## src/rtl/regfile_pkg.sv

```systemverilog
// Shared widths, slot-issue payload and index decode for the register-file scoreboard.
package regfile_pkg;

  localparam int unsigned NREGS = 8;
  localparam int unsigned AW    = 3;
  localparam int unsigned SCW   = 16;

  typedef struct packed {
    logic          we;
    logic [AW-1:0] dst;
    logic          rda;
    logic [AW-1:0] src_a;
    logic          rdb;
    logic [AW-1:0] src_b;
    logic          flag_we;
    logic          flag_rd;
  } slot_issue_t;

  function automatic logic [NREGS-1:0] onehot(input logic [AW-1:0] idx);
    onehot = NREGS'(1) << idx;
  endfunction

endpackage

```

## src/rtl/sb_busy_cell.sv

```systemverilog
// One pending-write bit; set wins over clear, err_c flags clear-while-idle or set/clear collision.
module sb_busy_cell (
  input  logic clk,
  input  logic reset,
  input  logic set,
  input  logic clr,
  output logic busy,
  output logic err_c
);

  assign err_c = clr & (~busy | set);

  always_ff @(negedge clk) begin
    if (reset) busy <= 1'b0;
    else       busy <= (busy & ~clr) | set;
  end

endmodule

```

## src/rtl/regfile_scoreboard.sv

```systemverilog
// Decode-stage scoreboard: stalls VLIW bundles on RAW/WAW/flag hazards against pending writes.
module regfile_scoreboard
  import regfile_pkg::*;
(
  input  logic           clk,
  input  logic           reset,
  input  logic           issue_valid,
  input  logic           s1_we,
  input  logic [AW-1:0]  s1_dst,
  input  logic           s1_rda,
  input  logic           s1_rdb,
  input  logic [AW-1:0]  s1_src_a,
  input  logic [AW-1:0]  s1_src_b,
  input  logic           s1_flag_we,
  input  logic           s1_flag_rd,
  input  logic           s2_we,
  input  logic [AW-1:0]  s2_dst,
  input  logic           s2_rda,
  input  logic           s2_rdb,
  input  logic [AW-1:0]  s2_src_a,
  input  logic [AW-1:0]  s2_src_b,
  input  logic           s2_flag_we,
  input  logic           s2_flag_rd,
  input  logic           wb1_valid,
  input  logic [AW-1:0]  wb1_dst,
  input  logic           wb2_valid,
  input  logic [AW-1:0]  wb2_dst,
  input  logic           wb_flag_valid,
  output logic           issue_stall,
  output logic           issue_fire,
  output logic [NREGS-1:0] busy_o,
  output logic           flag_busy_o,
  output logic           err_o,
  output logic [SCW-1:0] stall_count_o
);

  localparam logic [SCW-1:0] CNT_MAX = '1;

  slot_issue_t      s1, s2;
  logic [NREGS-1:0] busy, set_vec, clr_vec, cell_err;
  logic             flag_busy, flag_set, flag_err;
  logic             hazard1, hazard2, dup_err, err_any;

  function automatic logic slot_hazard(input slot_issue_t s, input logic [NREGS-1:0] b,
                                       input logic fb);
    return (s.rda & b[s.src_a]) | (s.rdb & b[s.src_b]) | (s.we & b[s.dst]) |
           ((s.flag_rd | s.flag_we) & fb);
  endfunction

  assign s1 = '{we: s1_we, dst: s1_dst, rda: s1_rda, src_a: s1_src_a, rdb: s1_rdb,
                src_b: s1_src_b, flag_we: s1_flag_we, flag_rd: s1_flag_rd};
  assign s2 = '{we: s2_we, dst: s2_dst, rda: s2_rda, src_a: s2_src_a, rdb: s2_rdb,
                src_b: s2_src_b, flag_we: s2_flag_we, flag_rd: s2_flag_rd};

  // Hazards see registered busy only; intra-bundle reads of slot 1's dst read the old value.
  assign hazard1     = slot_hazard(s1, busy, flag_busy);
  assign hazard2     = slot_hazard(s2, busy, flag_busy);
  assign issue_stall = reset | (issue_valid & (hazard1 | hazard2));
  assign issue_fire  = issue_valid & ~issue_stall;

  always_comb begin
    set_vec = '0;
    clr_vec = '0;
    if (issue_fire && s1.we) set_vec = set_vec | onehot(s1.dst);
    if (issue_fire && s2.we) set_vec = set_vec | onehot(s2.dst);
    if (wb1_valid)           clr_vec = clr_vec | onehot(wb1_dst);
    if (wb2_valid)           clr_vec = clr_vec | onehot(wb2_dst);
  end

  assign flag_set = issue_fire & (s1.flag_we | s2.flag_we);

  for (genvar i = 0; i < int'(NREGS); i++) begin : g_cell
    sb_busy_cell u_cell (
      .clk   (clk),
      .reset (reset),
      .set   (set_vec[i]),
      .clr   (clr_vec[i]),
      .busy  (busy[i]),
      .err_c (cell_err[i])
    );
  end

  sb_busy_cell u_flag_cell (
    .clk   (clk),
    .reset (reset),
    .set   (flag_set),
    .clr   (wb_flag_valid),
    .busy  (flag_busy),
    .err_c (flag_err)
  );

  // Duplicate targets still update the bit once but are protocol violations.
  assign dup_err = (wb1_valid & wb2_valid & (wb1_dst == wb2_dst)) |
                   (issue_fire & s1.we & s2.we & (s1.dst == s2.dst)) |
                   (issue_fire & s1.flag_we & s2.flag_we);
  assign err_any = (|cell_err) | flag_err | dup_err;

  assign busy_o      = busy;
  assign flag_busy_o = flag_busy;

  always_ff @(negedge clk) begin
    if (reset) begin
      err_o         <= 1'b0;
      stall_count_o <= '0;
    end else begin
      err_o <= err_o | err_any;
      if (issue_valid && issue_stall && stall_count_o != CNT_MAX)
        stall_count_o <= stall_count_o + SCW'(1);
    end
  end

endmodule

```

## config.mk

```make
export PLATFORM = sky130hd
export DESIGN_NAME = regfile_scoreboard
export DESIGN_NICKNAME = d
export VERILOG_FILES = /design/src/rtl/regfile_pkg.sv /design/src/rtl/sb_busy_cell.sv /design/src/rtl/regfile_scoreboard.sv
export SDC_FILE = /design/constraint.sdc
export NUM_CORES = 1
export LEC_CHECK = 0
export ABC_AREA = 1
export BUFFER_PORTS_ARGS = -buffer_cell sky130_fd_sc_hd__buf_2
export CELL_PAD_IN_SITES_DETAIL_PLACEMENT = 1
export CELL_PAD_IN_SITES_GLOBAL_PLACEMENT = 1
export CORE_AREA = 2 2 86 88
export DETAILED_ROUTE_END_ITERATION = 12
export DIE_AREA = 0 0 88 90
export PLACE_DENSITY = 0.85
export SETUP_SLACK_MARGIN = 0.02
export SYNTH_ARGS = -nofsm -noshare
export SYNTH_HDL_FRONTEND = slang
export SYNTH_SLANG_ARGS = --single-unit
```

## constraint.sdc

```tcl
create_clock -name clk -period 2.46 [get_ports clk]
set_clock_uncertainty 0.2 [all_clocks]
set_input_delay 0.246 -clock clk [delete_from_list [all_inputs] [get_ports clk]]
set_output_delay 0.246 -clock clk [all_outputs]
set_load 0.03 [all_outputs]
```

==> PnR_summary.wiki, run 1 <==
{| class="wikitable"
! Metric !! Value
|-
| Status || complete, but fails checks
|-
| Violated checks || negative setup slack
|-
| Pin slew with the least headroom to its limit || a little over 0.8 ns
|-
| Library cell used as clock root buffer || sky130_fd_sc_hd__clkbuf_8
|-
| Total of flip-flops plus latches after synthesis || 26
|-
| Most used flip-flop cell after synthesis || sky130_fd_sc_hd__dfxtp_1
|-
| Worst hold-check slack || 0.417 ns
|-
| Final hold vios || 0
|-
| Synth Area in XOR/XNOR || roughly 3.6%
|-
| Average footprint of a synthesized cell || about 6 um^2
|-
| Number of inserted filler cells in the final layout || between 900 and 1000
|-
| Proportion of power drawn by flip-flops and latches || 31.5%
|-
| Share of post-route cells with drive strength above 1 || 48.4%
|-
| Cell internal power dissipation || about 0.00079 W
|-
| Width of the die || roughly 90 um
|-
| Standby leakage power || roughly 2.2 nW
|-
| Max-Slew Margin vs Limit || between 40% and 50%
|-
| Pwr dens || approximately 330 nW/um^2
|-
| Clk network pwr share || approximately 36%
|-
| Switching power as a share of total power || a little over two fifths
|-
| Overflow after GRT || 0
|-
| Most frequent cells in the layout || 82 x sky130_fd_sc_hd__nand2_1, 80 x sky130_fd_sc_hd__buf_4, 71 x sky130_fd_sc_hd__inv_1
|-
| Number of setup violations in the final report || 54
|-
| Hold crit path type || flop to flop
|-
| Number of ports placed on the die boundary || 68
|-
| Number of antenna violations at the first check in global routing || 0
|-
| Number of nets in the finished design || about 630
|-
| Required time of the critical path || approximately 2 ns
|-
| Fraction of registers with async set/reset || 0%
|-
| Combined area of all synthesized cells || ~2400 um^2
|-
| Adder-Cell Fraction of Synth Area || 0.517%
|-
| Wire length of the first global-routing pass || approximately 18 mm
|-
| Per-cell via count in the routed design || 5.18
|-
| Number of hold buffers added after cts || 0
|-
| Die Outline Area || approximately 8000 um^2
|-
| Buffers added on ports || 67
|-
| Crit Path Category || flop to output pin
|-
| GR Util All Layers || 29.3%
|-
| YS warnings || 0
|-
| Site Rows || 31
|-
| DR iter-0 viols || 157
|-
| Count of vias placed by the detailed router || ~3500
|-
| Net switching power || approximately 0.00059 W
|-
| Synth Instances || between 400 and 500
|-
| Number of distinct standard cells referenced by the synthesized netlist || 40
|-
| Max VDD drop || around 0.21 mV
|-
| Final weighted congestion of routability-driven global placement || between 0.9 and 1
|-
| Bufs on Longest Clock Path || 2
|-
| Simple-gate portion of the synthesized area || around 44%
|-
| Critical path endpoint category || output pin
|-
| Growth of design area from synthesis to finish || 74.8%
|-
| Multiplexer share of the synthesized area || 0%
|-
| Post-detailed-placement half-perimeter wirelength || between 7 and 8 mm
|-
| Remaining antenna violation count after routing || 0
|-
| Via count of the first global-routing pass || approximately 3800
|-
| Type of element launching the critical path || flop
|-
| Clock buffers created by TritonCTS || 3
|-
| Top fanout value on the critical path || 6
|-
| Placeable core region || approximately 7000 um^2
|-
| Clock slew seen by the registers of the worst setup and hold paths || approximately 0.040 ns
|-
| Die outline height || ~90 um
|-
| Maximum number of pins on one net before global-route repair || 17
|-
| WP data arrival || 3.03 ns
|-
| Clock insertion delay at the later pin of the skew report || approximately 0.40 ns
|-
| Gate power share || ~32%
|-
| Setup slack at placement || -0.927 ns
|-
| Initial Utilization || around 35%
|-
| Total DRC errors in the routed layout || 0
|-
| Setup ws final || -1.01 ns
|-
| Count of clock tree sinks || 26
|-
| Detailed-route wire length || between 10 and 15 mm
|-
| Dominant combinational cell family by area after synthesis || simple AND/OR/NAND/NOR gates
|-
| TritonCTS clock tree || built
|-
| Sequential element share of the synthesized area || 21.5%
|-
| Commonest non-fill, non-tap cell in the layout || sky130_fd_sc_hd__nand2_1
|-
| Routed WL per cell || 18.0 um
|-
| Max-capacitance violation count || 0
|-
| Max-slew violation total from the final report || 0
|-
| Number of diodes added for antenna fixing || 0
|-
| Post-synthesis net count || about 450
|-
| Area fraction in compound gates after synthesis || approximately 15%
|-
| DR pass1 iterations || 4
|-
| CTS H-Tree Depth || 1
|-
| Post-synth EDFFs || 0
|-
| RSZ-0062 raised after global routing || yes
|}
==> stage by stage <==
stage	power, W	utilization (%)	setup TNS, ns	area, um^2	cells
final	0.00138	60.3	-17.45	4240	684
after global routing	0.00146	60.3	-21.16	4240	684
after CTS	0.00133	57.9	-16.76	4060	673
after detailed placement	0.000851	47.5	-24.18	3330	622
after global placement	0.000837	47.5	-21.34	3330	622
after floorplan	0.000702	-	-15.36	2510	404
==> registers in the layout, indices dropped and copies added, names as in the netlist <==
signal,count
stall_count_o,16
g_cell.u_cell.busy,8
err_o,1
u_flag_cell.busy,1
==> layer usage <==
layer,track usage [%],up-vias,routed length (um)
met5,0,-,0
met4,17.8,0,725
met3,5.60,59,525
met2,54.8,128,6670
met1,28.6,1691,4410
li1,-,1666,-
==> critical path: stages (launching register included) <==
cell and delay [ns]:
sky130_fd_sc_hd__dfxtp_2 0.32, sky130_fd_sc_hd__inv_2 0.14, sky130_fd_sc_hd__nand2_1 0.12, sky130_fd_sc_hd__o211ai_1 0.11
sky130_fd_sc_hd__nand2_1 0.07, sky130_fd_sc_hd__nor2_1 0.11, sky130_fd_sc_hd__nor2_2 0.07, sky130_fd_sc_hd__nor2_4 0.15
sky130_fd_sc_hd__nand4_4 0.12, sky130_fd_sc_hd__clkinvlp_4 0.11, sky130_fd_sc_hd__buf_6 0.13
==> synth_stat cells (all sizes together), types with 3 or more instances <==
cell / n / area share (%)
clkbuf: 3 / 0.46
a22o: 3 / 1.1
xor2: 8 / 2.9
inv: 63 / 9.9
nor4: 3 / 0.77
nand2: 116 / 20
o21ai: 26 / 5.4
o22ai: 3 / 0.77
nor3: 8 / 1.7
a21oi: 13 / 4.1
nor2: 47 / 8.3
o211ai: 6 / 1.9
dfxtp: 26 / 21
nand4: 4 / 1.7
nand3: 48 / 9.9
buf: 13 / 4.6
==> repair_timing <==
action,4_1_cts,5_1_grt
cloned,4,0
endpoints found under the setup margin,54,54
pin swaps,27,13
buffers inserted,18,12
gates resized for setup,138,26
==> power groups by stage <==
stage | registers (W) | logic [W] | clock network [W]
5_1_grt | 0.000434 | 0.000478 | 0.000552
2_1_floorplan | 0.000455 | 0.000180 | 0.0000671
6_report | 0.000434 | 0.000447 | 0.000497
3_3_place_gp | 0.000443 | 0.000327 | 0.0000671
4_1_cts | 0.000434 | 0.000417 | 0.000474
3_5_place_dp | 0.000443 | 0.000341 | 0.0000671
==> logic make-up (layout without fill, tap and decap cells) <==
logic type,count (synthesis),count (layout)
adder cells (fa/ha/maj),1,1
AND/OR/NAND/NOR,232,235
XOR/XNOR,10,10
buffers and inverters,79,257
AO/OA/AOI/OAI,56,56
flip-flops,26,26
==> path summary, 6_finish.rpt <==
path	from	to	depth (start not counted)	slack [ns]
max	g_cell[1].u_cell.busy	issue_fire	10	-1.01
min reg2reg	stall_count_o[15]	stall_count_o[15]	3	0.42
max reg2reg	stall_count_o[0]	stall_count_o[3]	11	0.03
min	stall_count_o[15]	stall_count_o[15]	3	0.42
==> layout make-up <==
| cell class | instances | area, um^2 | area share [%] |
|---|---|---|---|
| multi-input cells | 302 | 1790 | 42.2 |
| repair buffers | 164 | 1350 | 31.8 |
| flip-flops and latches | 26 | 563 | 13.3 |
| inverters | 62 | 254 | 6.00 |
| well taps | 99 | 124 | 2.92 |
| clock inverters | 27 | 103 | 2.42 |
| clock buffers | 3 | 41.3 | 0.975 |
| repair inverters | 1 | 16.3 | 0.384 |
Note: power is estimated with default switching activity, not from simulation.
==> run 2: changes to the inputs <==
--- a/config.mk
+++ b/config.mk
@@ -9,10 +9,10 @@
 export BUFFER_PORTS_ARGS = -buffer_cell sky130_fd_sc_hd__buf_2
 export CELL_PAD_IN_SITES_DETAIL_PLACEMENT = 1
 export CELL_PAD_IN_SITES_GLOBAL_PLACEMENT = 1
-export CORE_AREA = 2 2 86 88
+export CORE_AREA = 2 2 83 85
 export DETAILED_ROUTE_END_ITERATION = 12
-export DIE_AREA = 0 0 88 90
-export PLACE_DENSITY = 0.85
+export DIE_AREA = 0 0 85 87
+export PLACE_DENSITY = 0.9
 export SETUP_SLACK_MARGIN = 0.02
 export SYNTH_ARGS = -nofsm -noshare
 export SYNTH_HDL_FRONTEND = slang
==> constraint.sdc (replaced) <==
create_clock -name clk -period 4 [get_ports clk]
set_clock_uncertainty 0.2 [all_clocks]
set_input_delay 0.4 -clock clk [delete_from_list [all_inputs] [get_ports clk]]
set_output_delay 0.4 -clock clk [all_outputs]
set_load 0.03 [all_outputs]
==> run 2 against run 1 <==
Net effect: the run still ends with negative setup slack left; first-iteration DRC count down 20%; power down 40%; sequential share of layout area up 1.3 points; routed wire length down 6.0%; critical path depth unchanged; final area down 14%; non-clock buffer count down 47.
==> PnR_summary.wiki, run 2 (synthesis gave the netlist of run 1 again) <==
{| class="wikitable"
! Metric !! Value
|-
| Net switching power || 0.000358 W
|-
| Total DRC errors in the routed layout || 0
|-
| Bufs and invs on worst path || 2
|-
| Violated checks || negative setup slack
|-
| Non-filler instance count after layout || between 600 and 700
|-
| Overflow after GRT || 0
|-
| Most flop-heavy register || stall_count_o
|-
| Count of clock tree sinks || 26
|-
| Cell type group with the largest total delay on the critical path || simple AND/OR/NAND/NOR gates
|-
| TritonCTS clock tree || built
|-
| Number of diodes added for antenna fixing || 0
|-
| Site Rows || 30
|-
| Routed WL per cell || approximately 19 um
|-
| Wire length of the first global-routing pass || 16.8 mm
|-
| Per-cell via count in the routed design || around 5.6
|-
| Worst hold start || err_o
|-
| Number of antenna violations at the first check in global routing || 0
|-
| Logic depth of the worst path, buffers included || 10
|-
| Pwr dens || 226 nW/um^2
|-
| Switching power as a share of total power || 43.5%
|-
| Status || complete, but fails checks
|-
| RSZ-0062 raised after global routing || yes
|-
| Most frequent cells in the layout || 81 x sky130_fd_sc_hd__nand2_1, 71 x sky130_fd_sc_hd__inv_1, 61 x sky130_fd_sc_hd__buf_2
|-
| Critical Path Start || g_cell[0].u_cell.busy
|-
| Bufs on Longest Clock Path || 2
|-
| FF-to-FF path depth || 16
|-
| Clock insertion delay at the later pin of the skew report || about 0.40 ns
|-
| Cell internal power dissipation || around 0.00046 W
|-
| Library cell contributing the largest single delay on the critical path || sky130_fd_sc_hd__dfxtp_2
|-
| Crit Path Category || flop to output pin
|-
| Pin slew with the least headroom to its limit || between 0.7 and 0.8 ns
|-
| Placement-stage cell area || between 3000 and 4000 um^2
|-
| Reg-to-reg critical path startpoint || g_cell[0].u_cell.busy
|-
| Clk network pwr share || 37.8%
|-
| Total instance count after detailed placement || 573
|-
| DR iter-0 viols || approximately 130
|-
| Number of nets in the finished design || between 500 and 600
|-
| Proportion of power drawn by flip-flops and latches || approximately 33%
|-
| Placeable core region || between 6000 and 7000 um^2
|-
| Die outline height || between 80 and 90 um
|-
| Number of setup violations in the final report || 11
|-
| Multi-input gate area || ~1800 um^2
|-
| Hold crit path type || flop to flop
|-
| Core utilization of the finished layout || 55.5%
|-
| Required time of the critical path || ~3.4 ns
|-
| Final hold vios || 0
|-
| Max-slew violation total from the final report || 0
|-
| Number of flip-flops under the largest register name || 16
|-
| Width of the die || around 85 um
|-
| Registers with the highest flip-flop counts || stall_count_o: 16 flops, g_cell.u_cell.busy: 8 flops
|-
| Detailed-route wire length || around 12 mm
|-
| CTS H-Tree Depth || 1
|-
| Gate power share || 29.5%
|-
| Worst stage delay on the critical path || 0.32 ns
|-
| Commonest non-fill, non-tap cell in the layout || sky130_fd_sc_hd__nand2_1
|-
| Via count of the first global-routing pass || roughly 3600
|-
| WP data arrival || 3.87 ns
|-
| GR Util All Layers || approximately 28%
|-
| Number of hold buffers added after cts || 0
|-
| Clock slew seen by the registers of the worst setup and hold paths || 0.04 ns
|-
| DR pass1 iterations || 4
|-
| Number of inserted filler cells in the final layout || between 900 and 1000
|-
| Count of vias placed by the detailed router || around 3400
|-
| Setup ws final || -0.466 ns
|-
| Max-Slew Margin vs Limit || ~47%
|-
| Remaining antenna violation count after routing || 0
|-
| FF+latch area || ~530 um^2
|-
| Standby leakage power || 1.84 nW
|-
| Type of element launching the critical path || flop
|-
| Clock buffers created by TritonCTS || 3
|-
| Top fanout value on the critical path || 2
|-
| Initial Utilization || a little under two fifths
|-
| Library cell used as clock root buffer || sky130_fd_sc_hd__clkbuf_8
|-
| Post-detailed-placement half-perimeter wirelength || just over 7 mm
|-
| Growth of design area from synthesis to finish || 50.6%
|-
| Final weighted congestion of routability-driven global placement || between 0.9 and 1
|-
| Critical path endpoint category || output pin
|-
| Maximum number of pins on one net before global-route repair || 18
|-
| Critical-path cell list || buf_6 > o211ai_1 > nand2_1 > nor2_2 > nor2_4 > nor2_4 > nand2_2 > nand2_2 > nand2_4 > buf_6
|-
| Share of post-route cells with drive strength above 1 || 42.0%
|-
| Max VDD drop || between 0.15 and 0.2 mV
|-
| Worst hold-check slack || between 0.2 and 0.3 ns
|-
| Number of ports placed on the die boundary || approximately 70
|-
| Post-route total power || about 0.00082 W
|-
| Buffers added on ports || 67
|-
| Max-capacitance violation count || 0
|-
| Cell area after layout || between 3000 and 4000 um^2
|-
| Die Outline Area || roughly 7400 um^2
|-
| Number of cells traversed by the worst hold path || 2
|}
[run 2: through the flow]
stage,TNS [ns],setup WS (ns)
3_5_place_dp,-8.10,-0.375
4_1_cts,-3.22,-0.388
5_1_grt,-6.13,-0.568
6_report,-4.06,-0.466
3_3_place_gp,-5.63,-0.278
2_1_floorplan,-0.138,-0.0183
[run 2: area by class of cell]
type	count	share of cell area, %
Multi-Input combinational cell	302	48.8
Inverter	62	7.44
Timing Repair Buffer	117	22.2
Timing Repair inverter	1	0.240
Clock buffer	3	1.13
Sequential cell	26	14.6
Clock inverter	27	2.85
Tap cell	80	2.74
[run 2: routing by layer]
metal | wire, um | up-vias | track usage (%)
met5 | 0 | - | 0
met4 | 512 | 0 | 17.9
met3 | 595 | 53 | 5.50
met2 | 6080 | 136 | 51.3
met1 | 4400 | 1677 | 29.4
li1 | - | 1566 | -
[run 2: worst register-to-register path, stage by stage, from the launching register on]
cell and delay [ns]:
sky130_fd_sc_hd__dfxtp_2 0.32, sky130_fd_sc_hd__buf_6 0.11, sky130_fd_sc_hd__o211ai_1 0.21, sky130_fd_sc_hd__nand2_1 0.12, sky130_fd_sc_hd__nor2_2 0.17, sky130_fd_sc_hd__nor2_4 0.06
sky130_fd_sc_hd__nor2_4 0.15, sky130_fd_sc_hd__nand4_4 0.11, sky130_fd_sc_hd__buf_4 0.16, sky130_fd_sc_hd__buf_6 0.10, sky130_fd_sc_hd__buf_6 0.10, sky130_fd_sc_hd__buf_6 0.12
sky130_fd_sc_hd__nor2_4 0.19, sky130_fd_sc_hd__nand2_1 0.14, sky130_fd_sc_hd__o211ai_1 0.14, sky130_fd_sc_hd__nand2_1 0.09, sky130_fd_sc_hd__inv_1 0.08
[run 2: power by group through the flow]
stage	Sequential, W	Combinational, W	Clock (W)
2_1_floorplan	0.000280	0.000110	0.0000413
3_5_place_dp	0.000274	0.000189	0.0000413
3_3_place_gp	0.000273	0.000180	0.0000413
6_report	0.000269	0.000243	0.000311
4_1_cts	0.000269	0.000208	0.000304
5_1_grt	0.000269	0.000259	0.000340
[run 2: timing repair]
item                       CTS  global route
setup endpoints to repair    7            27
buffers inserted            10             4
cloned                       1             3
resized for setup           37            53
pin swaps                   16            34
[run 2: path summary, 6_finish.rpt]
| check | slack [ns] | to |
|---|---|---|
| setup reg to reg | 1.40 | g_cell[6].u_cell.busy |
| hold reg to reg | 0.27 | err_o |
| hold / removal | 0.27 | err_o |
| setup / recovery | -0.47 | issue_stall |
==> run 3: changes to the inputs <==
--- a/config.mk
+++ b/config.mk
@@ -9,10 +9,10 @@
 export BUFFER_PORTS_ARGS = -buffer_cell sky130_fd_sc_hd__buf_2
 export CELL_PAD_IN_SITES_DETAIL_PLACEMENT = 1
 export CELL_PAD_IN_SITES_GLOBAL_PLACEMENT = 1
-export CORE_AREA = 2 2 83 85
+export CORE_AREA = 2 2 91 93
 export DETAILED_ROUTE_END_ITERATION = 12
-export DIE_AREA = 0 0 85 87
-export PLACE_DENSITY = 0.9
+export DIE_AREA = 0 0 93 95
+export PLACE_DENSITY = 0.81
 export SETUP_SLACK_MARGIN = 0.02
 export SYNTH_ARGS = -nofsm -noshare
 export SYNTH_HDL_FRONTEND = slang
==> constraint.sdc (replaced) <==
create_clock -name clk -period 3.8 [get_ports clk]
set_clock_uncertainty 0.2 [all_clocks]
set_input_delay 0.38 -clock clk [delete_from_list [all_inputs] [get_ports clk]]
set_output_delay 0.38 -clock clk [all_outputs]
set_load 0.03 [all_outputs]
==> run 3 against run 2 <==
Net effect: the run still ends with negative setup slack left; sequential share of layout area fell by 0.65 points; global-route usage down 5.6 points; power increased by 1.7%; critical endpoint unchanged; largest power group unchanged.
==> PnR_summary.wiki, run 3 (synthesis gave the netlist of run 1 again) <==
{| class="wikitable"
! Metric !! Value
|-
| Bufs on Longest Clock Path || 2
|-
| Count of clock tree sinks || 26
|-
| WP data arrival || 3.66 ns
|-
| Registers with the highest flip-flop counts || stall_count_o: 16 flops, g_cell.u_cell.busy: 8 flops
|-
| Die Outline Area || 8840 um^2
|-
| DR pass1 iterations || 4
|-
| CTS H-Tree Depth || 1
|-
| Width of the die || 93 um
|-
| Post-detailed-placement half-perimeter wirelength || 7.41 mm
|-
| Critical path endpoint category || output pin
|-
| Most flop-heavy register || stall_count_o
|-
| Number of inserted filler cells in the final layout || approximately 1100
|-
| Number of flip-flops under the largest register name || 16
|-
| TritonCTS clock tree || built
|-
| Buffers added on ports || 67
|-
| Final hold vios || 0
|-
| GR Util All Layers || between 20% and 30%
|-
| Initial Utilization || between 30% and 40%
|-
| Via count of the first global-routing pass || 3458
|-
| Die outline height || between 90 and 100 um
|-
| Share of post-route cells with drive strength above 1 || a little over two fifths
|-
| Site Rows || 33
|-
| Number of antenna violations at the first check in global routing || 0
|-
| Routed WL per cell || 15.4 um
|-
| Number of setup violations in the final report || 12
|-
| Required time of the critical path || 3.22 ns
|-
| Wire length of the first global-routing pass || around 16 mm
|-
| Number of hold buffers added after cts || 0
|-
| Status || complete, but fails checks
|-
| FF+latch area || between 500 and 600 um^2
|-
| Commonest non-fill, non-tap cell in the layout || sky130_fd_sc_hd__nand2_1
|-
| Cell area after layout || 3790 um^2
|-
| Clock insertion delay at the later pin of the skew report || around 0.37 ns
|-
| Standby leakage power || about 1.9 nW
|-
| Crit Path Category || flop to output pin
|-
| Most frequent cells in the layout || 85 x sky130_fd_sc_hd__nand2_1, 71 x sky130_fd_sc_hd__inv_1, 61 x sky130_fd_sc_hd__buf_2
|-
| Per-cell via count in the routed design || just under 5
|-
| Detailed-route wire length || 10.0 mm
|-
| Max-slew violation total from the final report || 0
|-
| Violated checks || negative setup slack
|-
| Maximum number of pins on one net before global-route repair || 17
|-
| Multi-input gate area || between 1500 and 2000 um^2
|-
| Final weighted congestion of routability-driven global placement || 0.950
|-
| Clock buffers created by TritonCTS || 3
|-
| Growth of design area from synthesis to finish || 56.5%
|-
| Remaining antenna violation count after routing || 0
|-
| Pwr dens || 221 nW/um^2
|-
| Max-Slew Margin vs Limit || 50.5%
|-
| Setup ws final || -0.444 ns
|-
| Number of nets in the finished design || between 500 and 600
|-
| Type of element launching the critical path || flop
|-
| Total DRC errors in the routed layout || 0
|-
| RSZ-0062 raised after global routing || yes
|-
| DR iter-0 viols || 77
|-
| Placeable core region || just under 8000 um^2
|-
| Count of vias placed by the detailed router || about 3200
|-
| Overflow after GRT || 0
|-
| Setup TNS Final || -1.15 ns
|-
| Library cell used as clock root buffer || sky130_fd_sc_hd__clkbuf_8
|-
| Placement-stage cell area || 3190 um^2
|-
| Hold crit path type || flop to flop
|-
| Max-capacitance violation count || 0
|-
| Top fanout value on the critical path || 3
|-
| Number of ports placed on the die boundary || 68
|-
| Clock slew seen by the registers of the worst setup and hold paths || ~0.050 ns
|-
| Number of diodes added for antenna fixing || 0
|-
| Pin slew with the least headroom to its limit || 0.736 ns
|-
| Max VDD drop || around 0.15 mV
|}
-- run 3: final timing paths --
kind | startpoint | end | slack (ns) | cells past startpoint
min | err_o | err_o | 0.27 | 2
max | g_cell[6].u_cell.busy | issue_stall | -0.44 | 10
max reg2reg | stall_count_o[0] | stall_count_o[9] | 1.56 | 10
min reg2reg | err_o | err_o | 0.27 | 2
-- run 3: report_power, final --
| group | total (W) | internal [W] | switching (W) | leakage, nW |
|---|---|---|---|---|
| Clock | 0.000290 | 0.000109 | 0.000181 | 0.160 |
| Sequential | 0.000283 | 0.000279 | 0.00000400 | 0.213 |
| Combinational | 0.000263 | 0.000112 | 0.000151 | 1.53 |
| Total | 0.000836 | 0.000500 | 0.000336 | 1.91 |
-- run 3: critical path, cell delays in order (launching register included) --
cell and delay, ns:
sky130_fd_sc_hd__dfxtp_2 0.33, sky130_fd_sc_hd__buf_6 0.12, sky130_fd_sc_hd__o211ai_1 0.18, sky130_fd_sc_hd__nand3_2 0.09, sky130_fd_sc_hd__nand3_2 0.09, sky130_fd_sc_hd__nand2_2 0.08
sky130_fd_sc_hd__nor2_4 0.15, sky130_fd_sc_hd__nand2_2 0.07, sky130_fd_sc_hd__nand2_2 0.08, sky130_fd_sc_hd__nand2_4 0.06, sky130_fd_sc_hd__buf_6 0.14
-- run 3: stage by stage --
stage                     hold slack [ns]  worst slack, ns  power (W)  utilization [%]  cells
final                               0.275           -0.444   0.000836             47.8    653
after floorplan                     0.377          -0.0980   0.000454                -    404
after CTS                           0.286           -0.431   0.000834             44.8    646
after detailed placement            0.278           -0.423   0.000540             40.2    606
after global placement              0.275           -0.348   0.000534             40.2    606
after global routing                0.311           -0.563   0.000905             47.8    653
-- run 3: layout make-up --
type / count / area share [%]
Multi-Input combinational cell: 300 / 47.6
Timing Repair Buffer: 129 / 23.7
Sequential cell: 26 / 13.9
Inverter: 62 / 7.23
Tap cell: 105 / 3.47
Clock inverter: 27 / 2.71
Clock buffer: 3 / 1.09
Timing Repair inverter: 1 / 0.231
-- run 3: routing by layer --
| layer | wire length (um) | track usage [%] |
|---|---|---|
| met4 | 238 | 7.48 |
| met1 | 3870 | 23.6 |
| met2 | 5500 | 44.3 |
| met5 | 0 | 0 |
| met3 | 437 | 4.39 |
-- run 3: timing repair --
action,CTS,global route
gates resized for setup,48,49
buffers inserted,10,8
gates cloned,2,0
setup endpoints to repair,14,27
pin swaps,22,13
